**src/rtl/down_count_timer_if.sv**
```systemverilog
// Bundles the down_count_timer control inputs and status outputs.
//   start        load load_val and (re)start counting
//   load_val     start value, also captured as the reload value
//   auto_reload  at the terminal step: 1 = reload and keep running, 0 = stop
//   pause        level; freezes count and prescaler while high
//   count        current count value
//   busy         timer is running or held
//   done         1-cycle pulse at the terminal count
// Modports: master drives the controls, slave is the timer itself.
interface down_count_timer_if #(
  parameter int WIDTH = 8
);
  logic             start;
  logic [WIDTH-1:0] load_val;
  logic             auto_reload;
  logic             pause;
  logic [WIDTH-1:0] count;
  logic             busy;
  logic             done;

  modport master (
    output start, load_val, auto_reload, pause,
    input  count, busy, done
  );

  modport slave (
    input  start, load_val, auto_reload, pause,
    output count, busy, done
  );
endinterface

```
**src/rtl/down_count_timer.sv**
```systemverilog
// Loadable down-counter timer with prescaler, pause and optional auto-reload.
// It is loaded with a value, decrements once per prescaled tick down to zero,
// then pulses done for one cycle. With auto-reload it restarts from the last
// loaded value, which makes it a periodic tick source.
// Ports:
//   clk  clock, all state changes on the rising edge
//   rst  synchronous, active-low reset
//   bus  down_count_timer_if.slave (start, load_val, auto_reload, pause in;
//        count, busy, done out)
// Parameters:
//   WIDTH     width of load_val, count and the reload register
//   PRESCALE  clk cycles per count step, 1..256
module down_count_timer #(
  parameter int WIDTH    = 8,
  parameter int PRESCALE = 1
) (
  input  logic                  clk,
  input  logic                  rst,
  down_count_timer_if.slave     bus
);

  localparam int PW = (PRESCALE > 1) ? $clog2(PRESCALE) : 1;
  localparam logic [PW-1:0] PS_LAST = PW'(PRESCALE - 1);

  localparam logic [1:0] IDLE = 2'd0;
  localparam logic [1:0] RUN  = 2'd1;
  localparam logic [1:0] HOLD = 2'd2;

  logic [1:0]       state;
  logic [PW-1:0]    presc;
  logic [WIDTH-1:0] count;
  logic [WIDTH-1:0] reload;
  logic             done;

  always_ff @(posedge clk) begin
    if (!rst) begin
      state  <= IDLE;
      presc  <= '0;
      count  <= '0;
      reload <= '0;
      done   <= 1'b0;
    end else begin
      done <= 1'b0;
      if (bus.start) begin
        // A start always reloads and restarts the prescaler, whatever the
        // state. Loading zero from IDLE is an immediate timeout; loading
        // zero while busy is an abort and stays silent.
        reload <= bus.load_val;
        presc  <= '0;
        if (bus.load_val != '0) begin
          count <= bus.load_val;
          state <= RUN;
        end else begin
          count <= '0;
          state <= IDLE;
          if (state == IDLE) done <= 1'b1;
        end
      end else begin
        case (state)
          RUN: begin
            if (bus.pause) begin
              state <= HOLD;
            end else if (presc == PS_LAST) begin
              presc <= '0;
              // count is never 0 in RUN, so 1 is the terminal value
              if (count == WIDTH'(1)) begin
                done <= 1'b1;
                if (bus.auto_reload) begin
                  count <= reload;
                end else begin
                  count <= '0;
                  state <= IDLE;
                end
              end else begin
                count <= count - WIDTH'(1);
              end
            end else begin
              presc <= presc + PW'(1);
            end
          end
          HOLD: begin
            if (!bus.pause) state <= RUN;
          end
          default: begin
            state <= IDLE;
          end
        endcase
      end
    end
  end

  assign bus.count = count;
  assign bus.busy  = (state == RUN) || (state == HOLD);
  assign bus.done  = done;

endmodule

```
**src/flat_wrapper.sv**
```systemverilog
// flat-port wrapper written by rule: the top's interface ports become plain ports
module down_count_timer_flat 
#(
  parameter int WIDTH    = 8,
  parameter int PRESCALE = 1
)
  (clk, rst, bus_start, bus_load_val, bus_auto_reload, bus_pause, bus_count, bus_busy, bus_done);
  down_count_timer_if #(.WIDTH(WIDTH)) bus_i ();
  input  logic clk;
  input  logic rst;
  input wire logic [$bits(bus_i.start)-1:0] bus_start;
  input wire logic [$bits(bus_i.load_val)-1:0] bus_load_val;
  input wire logic [$bits(bus_i.auto_reload)-1:0] bus_auto_reload;
  input wire logic [$bits(bus_i.pause)-1:0] bus_pause;
  output wire logic [$bits(bus_i.count)-1:0] bus_count;
  output wire logic [$bits(bus_i.busy)-1:0] bus_busy;
  output wire logic [$bits(bus_i.done)-1:0] bus_done;
  assign bus_i.start = bus_start;
  assign bus_i.load_val = bus_load_val;
  assign bus_i.auto_reload = bus_auto_reload;
  assign bus_i.pause = bus_pause;
  assign bus_count = bus_i.count;
  assign bus_busy = bus_i.busy;
  assign bus_done = bus_i.done;
  down_count_timer #(.WIDTH(WIDTH), .PRESCALE(PRESCALE)) u_core (.clk(clk), .rst(rst), .bus(bus_i));
endmodule
```
**config.mk**
```make
export PLATFORM = sky130hd
export DESIGN_NAME = down_count_timer_flat
export DESIGN_NICKNAME = d
export VERILOG_FILES = /design/src/rtl/down_count_timer_if.sv /design/src/rtl/down_count_timer.sv /design/src/flat_wrapper.sv
export SDC_FILE = /design/constraint.sdc
export NUM_CORES = 1
export LEC_CHECK = 0
export CAP_MARGIN = 20
export CORE_UTILIZATION = 50
export CTS_BUF_LIST = sky130_fd_sc_hd__clkbuf_4 sky130_fd_sc_hd__clkbuf_8
export DETAILED_ROUTE_END_ITERATION = 16
export GPL_ROUTABILITY_DRIVEN = 0
export PLACE_DENSITY_LB_ADDON = 0.25
export SYNTH_ARGS = -nofsm -noshare
export SYNTH_HDL_FRONTEND = slang
export SYNTH_SLANG_ARGS = --single-unit
```
**constraint.sdc**
```tcl
create_clock -name clk -period 2.63 [get_ports clk]
set_input_delay 0.3945 -clock clk [delete_from_list [all_inputs] [get_ports clk]]
set_output_delay 0.3945 -clock clk [all_outputs]
set_load 0.03 [all_outputs]
```
# After elaboration in Yosys (flattened, before gate mapping)
# Index checks and enable logic that the tools add are counted.
[word_totals]
register_bits = 20
latchBits = 0
mem_bits_rw = 0
rom_bits = 0
input_bits = 13
out_inout_bits = 10
word_cells = 49
mem_count = 0
[op_classes]
addsub = 2
mul = 0
div = 0
order_cmp = 0
n_eq_ne = 9
n_shift = 0
mux = 23
n_bitwise = 2
n_reduce_logical = 8
[op_table]
columns = ["op", "n"]
rows = [
  ["8-bit two-way mux", 7],
  ["2-bit two-way mux", 6],
  ["1-bit two-way mux", 9],
  ["8-bit by 1-bit equality test with 1-bit output, second input constant", 1],
  ["4-bit inequality test, second input constant", 2],
  ["8-bit nonzero test", 1],
  ["8-bit by 1-bit subtractor with 8-bit output, second input constant", 1],
  ["2-bit inequality test, second input constant", 2],
  ["4-bit by 3-bit inequality test with 1-bit output, second input constant", 1],
  ["2-bit case mux with 2 select lines", 1],
  ["4-bit AND reduction", 1],
  ["3-bit inequality test, second input constant", 1],
  ["3-bit AND reduction", 1],
  ["2-bit by 1-bit equality test with 1-bit output, second input constant", 1],
  ["2-bit equality test, second input constant", 1],
  ["2-bit logical NOT", 1],
  ["1-bit NOT", 2],
  ["2-bit AND reduction", 1],
  ["2-bit nonzero test", 1],
  ["2-bit OR reduction", 1],
  ["1-bit adder, second input constant", 1],
  ["1-bit logical OR", 1],
]

# Longest topological paths before layout
[logic_depth]
word_depth = 6
mapped_depth = 7
ltp_nobuf = 6

# Worst setup path after synthesis
# No wires, ideal clock.
[synth_path]
kind = "flip-flop to flip-flop"
start = "register u_core.count[0] (netlist: u_core.bus.count[0])"
end = "register u_core.count[7] (netlist: u_core.bus.count[7])"
setup_ns = 0.096
arrival_ns = 1.904
t_required_ns = 2.534
setup_slack_ns = 0.630
stages_incl_launch_ff = 7
n_path_buf = 1
synth_period_minus_slack_ns = 2.000
cell_sequence = "dfxtp_1 ha_1 or3b_2 buf_2 o31a_1 o31a_1 o41ai_2"
[synth_via]
elab_chain_cells = 6
word_cells_on_any_way = 7
cone_classes = "1 x add/sub; 1 x eq/ne; 5 x mux"
[synth_lines]
columns = ["item", "line", "text"]
rows = [
  ["start: declaration", "down_count_timer.sv:31", "logic [WIDTH-1:0] count;"],
  ["start signal: assignment", "down_count_timer.sv:51", "count <= bus.load_val;"],
  ["start signal: assignment", "down_count_timer.sv:69", "count <= reload;"],
  ["start signal: assignment", "down_count_timer.sv:75", "count <= count - WIDTH'(1);"],
  ["8-bit by 1-bit subtractor with 8-bit output or 8-bit by 1-bit equality test with 1-bit output (tied branches)", "down_count_timer.sv:75, down_count_timer.sv:66", ""],
  ["8-bit two-way mux (*)", "down_count_timer.sv:66", "if (count == WIDTH'(1)) begin"],
  ["8-bit two-way mux (*)", "down_count_timer.sv:63", "end else if (presc == PS_LAST) begin"],
  ["8-bit two-way mux (*)", "down_count_timer.sv:61", "if (bus.pause) begin"],
  ["8-bit two-way mux (*)", "down_count_timer.sv:59", "case (state)"],
  ["8-bit two-way mux (*)", "down_count_timer.sv:44", "if (bus.start) begin"],
]
# Mark *: on every way between the ends. The rest lies on a longest branch, timed or not. The select of a mux whose other input is x is not followed.
# A chain may end at the register's enable or synchronous reset.

# Final worst setup path
[layout_path]
start = "register u_core.state[1]"
end = "output port bus_busy"
[layout_via]
elab_chain_cells = 2
word_cells_on_any_way = 3
cone_classes = "2 x eq/ne; 1 x reduce/logical"
[layout_lines]
columns = ["item", "line", "text"]
rows = [
  ["start: declaration", "down_count_timer.sv:29", "logic [1:0] state;"],
  ["start signal: assignment", "down_count_timer.sv:37", "state <= IDLE;"],
  ["start signal: assignment", "down_count_timer.sv:52", "state <= RUN;"],
  ["start signal: assignment", "down_count_timer.sv:55", "state <= IDLE;"],
  ["2-bit by 1-bit equality test with 1-bit output or 2-bit equality test (tied branches)", "down_count_timer.sv:93", "assign bus.busy = (state == RUN) || (state == HOLD);"],
  ["1-bit logical OR (*)", "down_count_timer.sv:93", ""],
  ["end: declaration", "flat_wrapper.sv:16", "output wire logic [$bits(bus_i.busy)-1:0] bus_busy;"],
]
# Mark *: on every way between the ends. The rest lies on a longest branch, timed or not.

==> results.md <==
* Arr. time, crit path at 1.69 ns
* Post-Place Cells at roughly 180
* Sequential Power Share at 0.479
* Worst setup path start: u_core.state[1]$_SDFFE_PN0P_
* Area after DPL at about 1400 um2
* GRT Residual Overflow at 0
* Number of cells on the worst reg-to-reg path at 4
* Post-synthesis register bit count at 19
* Netlist cell types at 39
* Global-route wire length before repair at roughly 5 mm
* H-Tree Depth at 1
* Final period utilization at 0.7912
* Top Ports at 23
* Clock share of power at 0.229
* Synth area leaders: dfxtp_1 (34%), mux2i_1 (7.1%), a21oi_1 (6.6%)
* Setup TNS Final at 0 ns
* Core ar. at approximately 2000 um2
* Fin cells at approximately 190
* Max_cap viols at 0
* Measured slew at the worst slew-check pin at 0.6609 ns
* Final-report setup violation count at 0
* Post-synth EDFFs at 0
* Final HPWL DP at 2.093 mm
* DRC violations left at 0
* Largest net degree at the start of global routing at 21
* Ant. Diodes at 0
* Layout cell share with drive strength beyond 1 at 0.08176
* Post-synthesis async set-or-reset flop share at 0
* Critical Path Fanout Max at 3
* Port bufs at 22
* Clock skew at a little under 0.009 ns
* Drt pass-1 iters at 5
* Critical Path RT at approximately 2.2 ns
* Routed Wire Length at 2.962 mm
* Leak pwr at between 0.0005 and 0.0006 uW
* DR vias/cell at 6.360
* Critical path launch point type: flop
* Max_slew headroom at 0.5557
* Gate Count Post-Synth at ~140
* Post-CTS sizing at 0
* Unrepaired setup endpoints after global routing: no
* Min cycle time layout at ~2.1 ns
* Hold Buf Count CTS at 0
* Layout area overhead at 25.28%
* Routed Antenna Nets at 0
* Net Sw Frac at 0.3400
* Final Net Count at ~180
* Primary FF master, synth: dfxtp_1
* WL/cell at around 16 um
* Vias in the first global route at ~1100
* Max Slew Vio Count at 0
* Fillers at approximately 180
* Sequential share of the synthesized area at 0.3355
* Final Cell Area at about 1400 um2
* Die X at between 40 and 50 um
* Synth Warn # at 0
* CTS tree: done
* DRT iter0 DRCs at just under 100
* Total power at ~700 uW
* Root Buffer: clkbuf_4
* FMAX at a little under 0.5 GHz
* Initial antenna violation count at 0
* Synth top area share at 0.3355
* Switching power at about 230 uW
* CTS Buffer Depth at 2
* Logic pwr share at 0.292
* CTS Buf Count at 3
* PwrDens at about 490 nW/um2
* Clk sinks at 19
* Min Hold Slack at ~0.51 ns
* Syn avg cell area at ~8.3 um2
* Die span in y at a little under 50 um
* Internal power component at about 460 uW
* Worst hold path class: flop to flop
* Worst-path clk slew at 0.12 ns
* VDD IR max at roughly 0.00037 V
* DR vias at roughly 1200
* Mapped cell area at approximately 1100 um2
* Critical R2R Launch: u_core.bus.count[0]$_SDFFE_PN0P_
* Reg-to-reg critical path endpoint: u_core.bus.count[7]$_SDFFE_PN0P_
* R2R Setup Slk at 0.62 ns
* CP Capture Type: primary output
* Final Hold Viols at 0
* Rows at 16
* Total GRT Usage at 0.2603
* Die Area at between 2000 and 2500 um2
* Initial Util at 0.5551
* Post-CTS Setup Repair Bufs at 0
* Worst Setup EP: bus_busy
* Worst-Skew Late Latency at ~0.31 ns
* Outcome: complete, no violations
* Synth area leader: dfxtp_1
* Post-Syn Nets at 154
* Crit path kind: flop to primary output
[Yosys cell counts (2+ instances only)]
cell type,number
dfxtp_1,19
a21oi_1,15
nor2_1,10
nand2_1,9
mux2i_1,8
a22oi_1,7
inv_1,7
nor3_1,7
o21ai_0,6
clkbuf_1,5
ha_1,5
nor2b_1,3
nor3b_1,3
o31a_1,3
nand3_1,2
nand4_1,2
o31ai_1,2
or4_4,2
[metal layers]
layer,GRT usage,up-vias,share of wire
met3,0.05247,12,0.11
met1,0.3542,526,0.42
li1,-,555,-
met5,0,-,0
met4,0.08571,0,0.025
met2,0.4077,90,0.44
[through the flow]
step / worst slack, ns / utilization
after global routing: 0.4870 / 0.6955
after global placement: 0.7181 / 0.6808
after floorplan: 0.6299 / -
after detailed placement: 0.6720 / 0.6808
after CTS: 0.5489 / 0.6955
final: 0.5491 / 0.6955
[how the worst min path moves through the flow]
stage,start,end,slack [ns],cells past startpoint
after detailed placement,u_core.reload[1]$_SDFFE_PN0P_,u_core.reload[1]$_SDFFE_PN0P_,0.48,2
after global placement,u_core.reload[0]$_SDFFE_PN0P_,u_core.reload[0]$_SDFFE_PN0P_,0.48,2
after floorplan,u_core.reload[3]$_SDFFE_PN0P_,u_core.reload[3]$_SDFFE_PN0P_,0.46,2
after global routing,u_core.state[0]$_SDFFE_PN0P_,u_core.state[0]$_SDFFE_PN0P_,0.54,2
final,u_core.reload[1]$_SDFFE_PN0P_,u_core.reload[1]$_SDFFE_PN0P_,0.51,2
after CTS,u_core.reload[1]$_SDFFE_PN0P_,u_core.reload[1]$_SDFFE_PN0P_,0.51,2
[logic make-up after synthesis]
logic type	Yosys count	share of synthesized area
compound gates	44	0.2627
xor+xnor	2	0.01546
mux	8	0.07064
fa+ha+maj	5	0.05519
buf+inv	14	0.04746
flops	19	0.3355
simple gates	44	0.2130
[worst max-delay path, cell delays in order (launching register included)]
cell and delay (ns):
dfxtp_1 0.37, inv_1 0.07, ha_1 0.28, clkdlybuf4s50_1 0.66
[registers in the layout, indices dropped and copies added (netlist names)]
name and count:
u_core.bus.done 1, u_core.bus.count 8, u_core.state 2, u_core.reload 8
[area by class of cell]
class / instances / area [um2] / area share
Multi-Input combinational cell: 103 / 699.4 / 0.4925
Sequential cell: 19 / 380.4 / 0.2678
Timing Repair Buffer: 26 / 250.2 / 0.1762
Tap cell: 27 / 33.78 / 0.02379
Inverter: 7 / 26.28 / 0.01850
Clock buffer: 3 / 22.52 / 0.01586
Clock inverter: 1 / 7.507 / 0.005286
[cell usage in the layout, fill, tap and decap left out, drive strengths merged, types with 2 or more instances in the layout]
master          n
nor2           10
or4             3
mux2i           8
clkbuf          3
a22oi           7
ha              5
nand3           2
o31a            3
nor4            2
nor3b           3
a21oi          15
o41ai           2
buf             4
clkdlybuf4s50  22
nand4           2
o21ai           6
nand2           9
nor2b           3
inv             7
dfxtp          19
o31ai           2
nor3            7
[power by group through the flow]
stage / combinational, uW / clock [uW] / sequential [uW]
6_report: 201 / 158 / 331
3_5_place_dp: 197 / 0 / 337
5_1_grt: 217 / 171 / 334
3_3_place_gp: 194 / 0 / 335
4_1_cts: 198 / 159 / 330
2_1_floorplan: 109 / 0 / 350
Note: power is estimated with default switching activity, not from simulation.
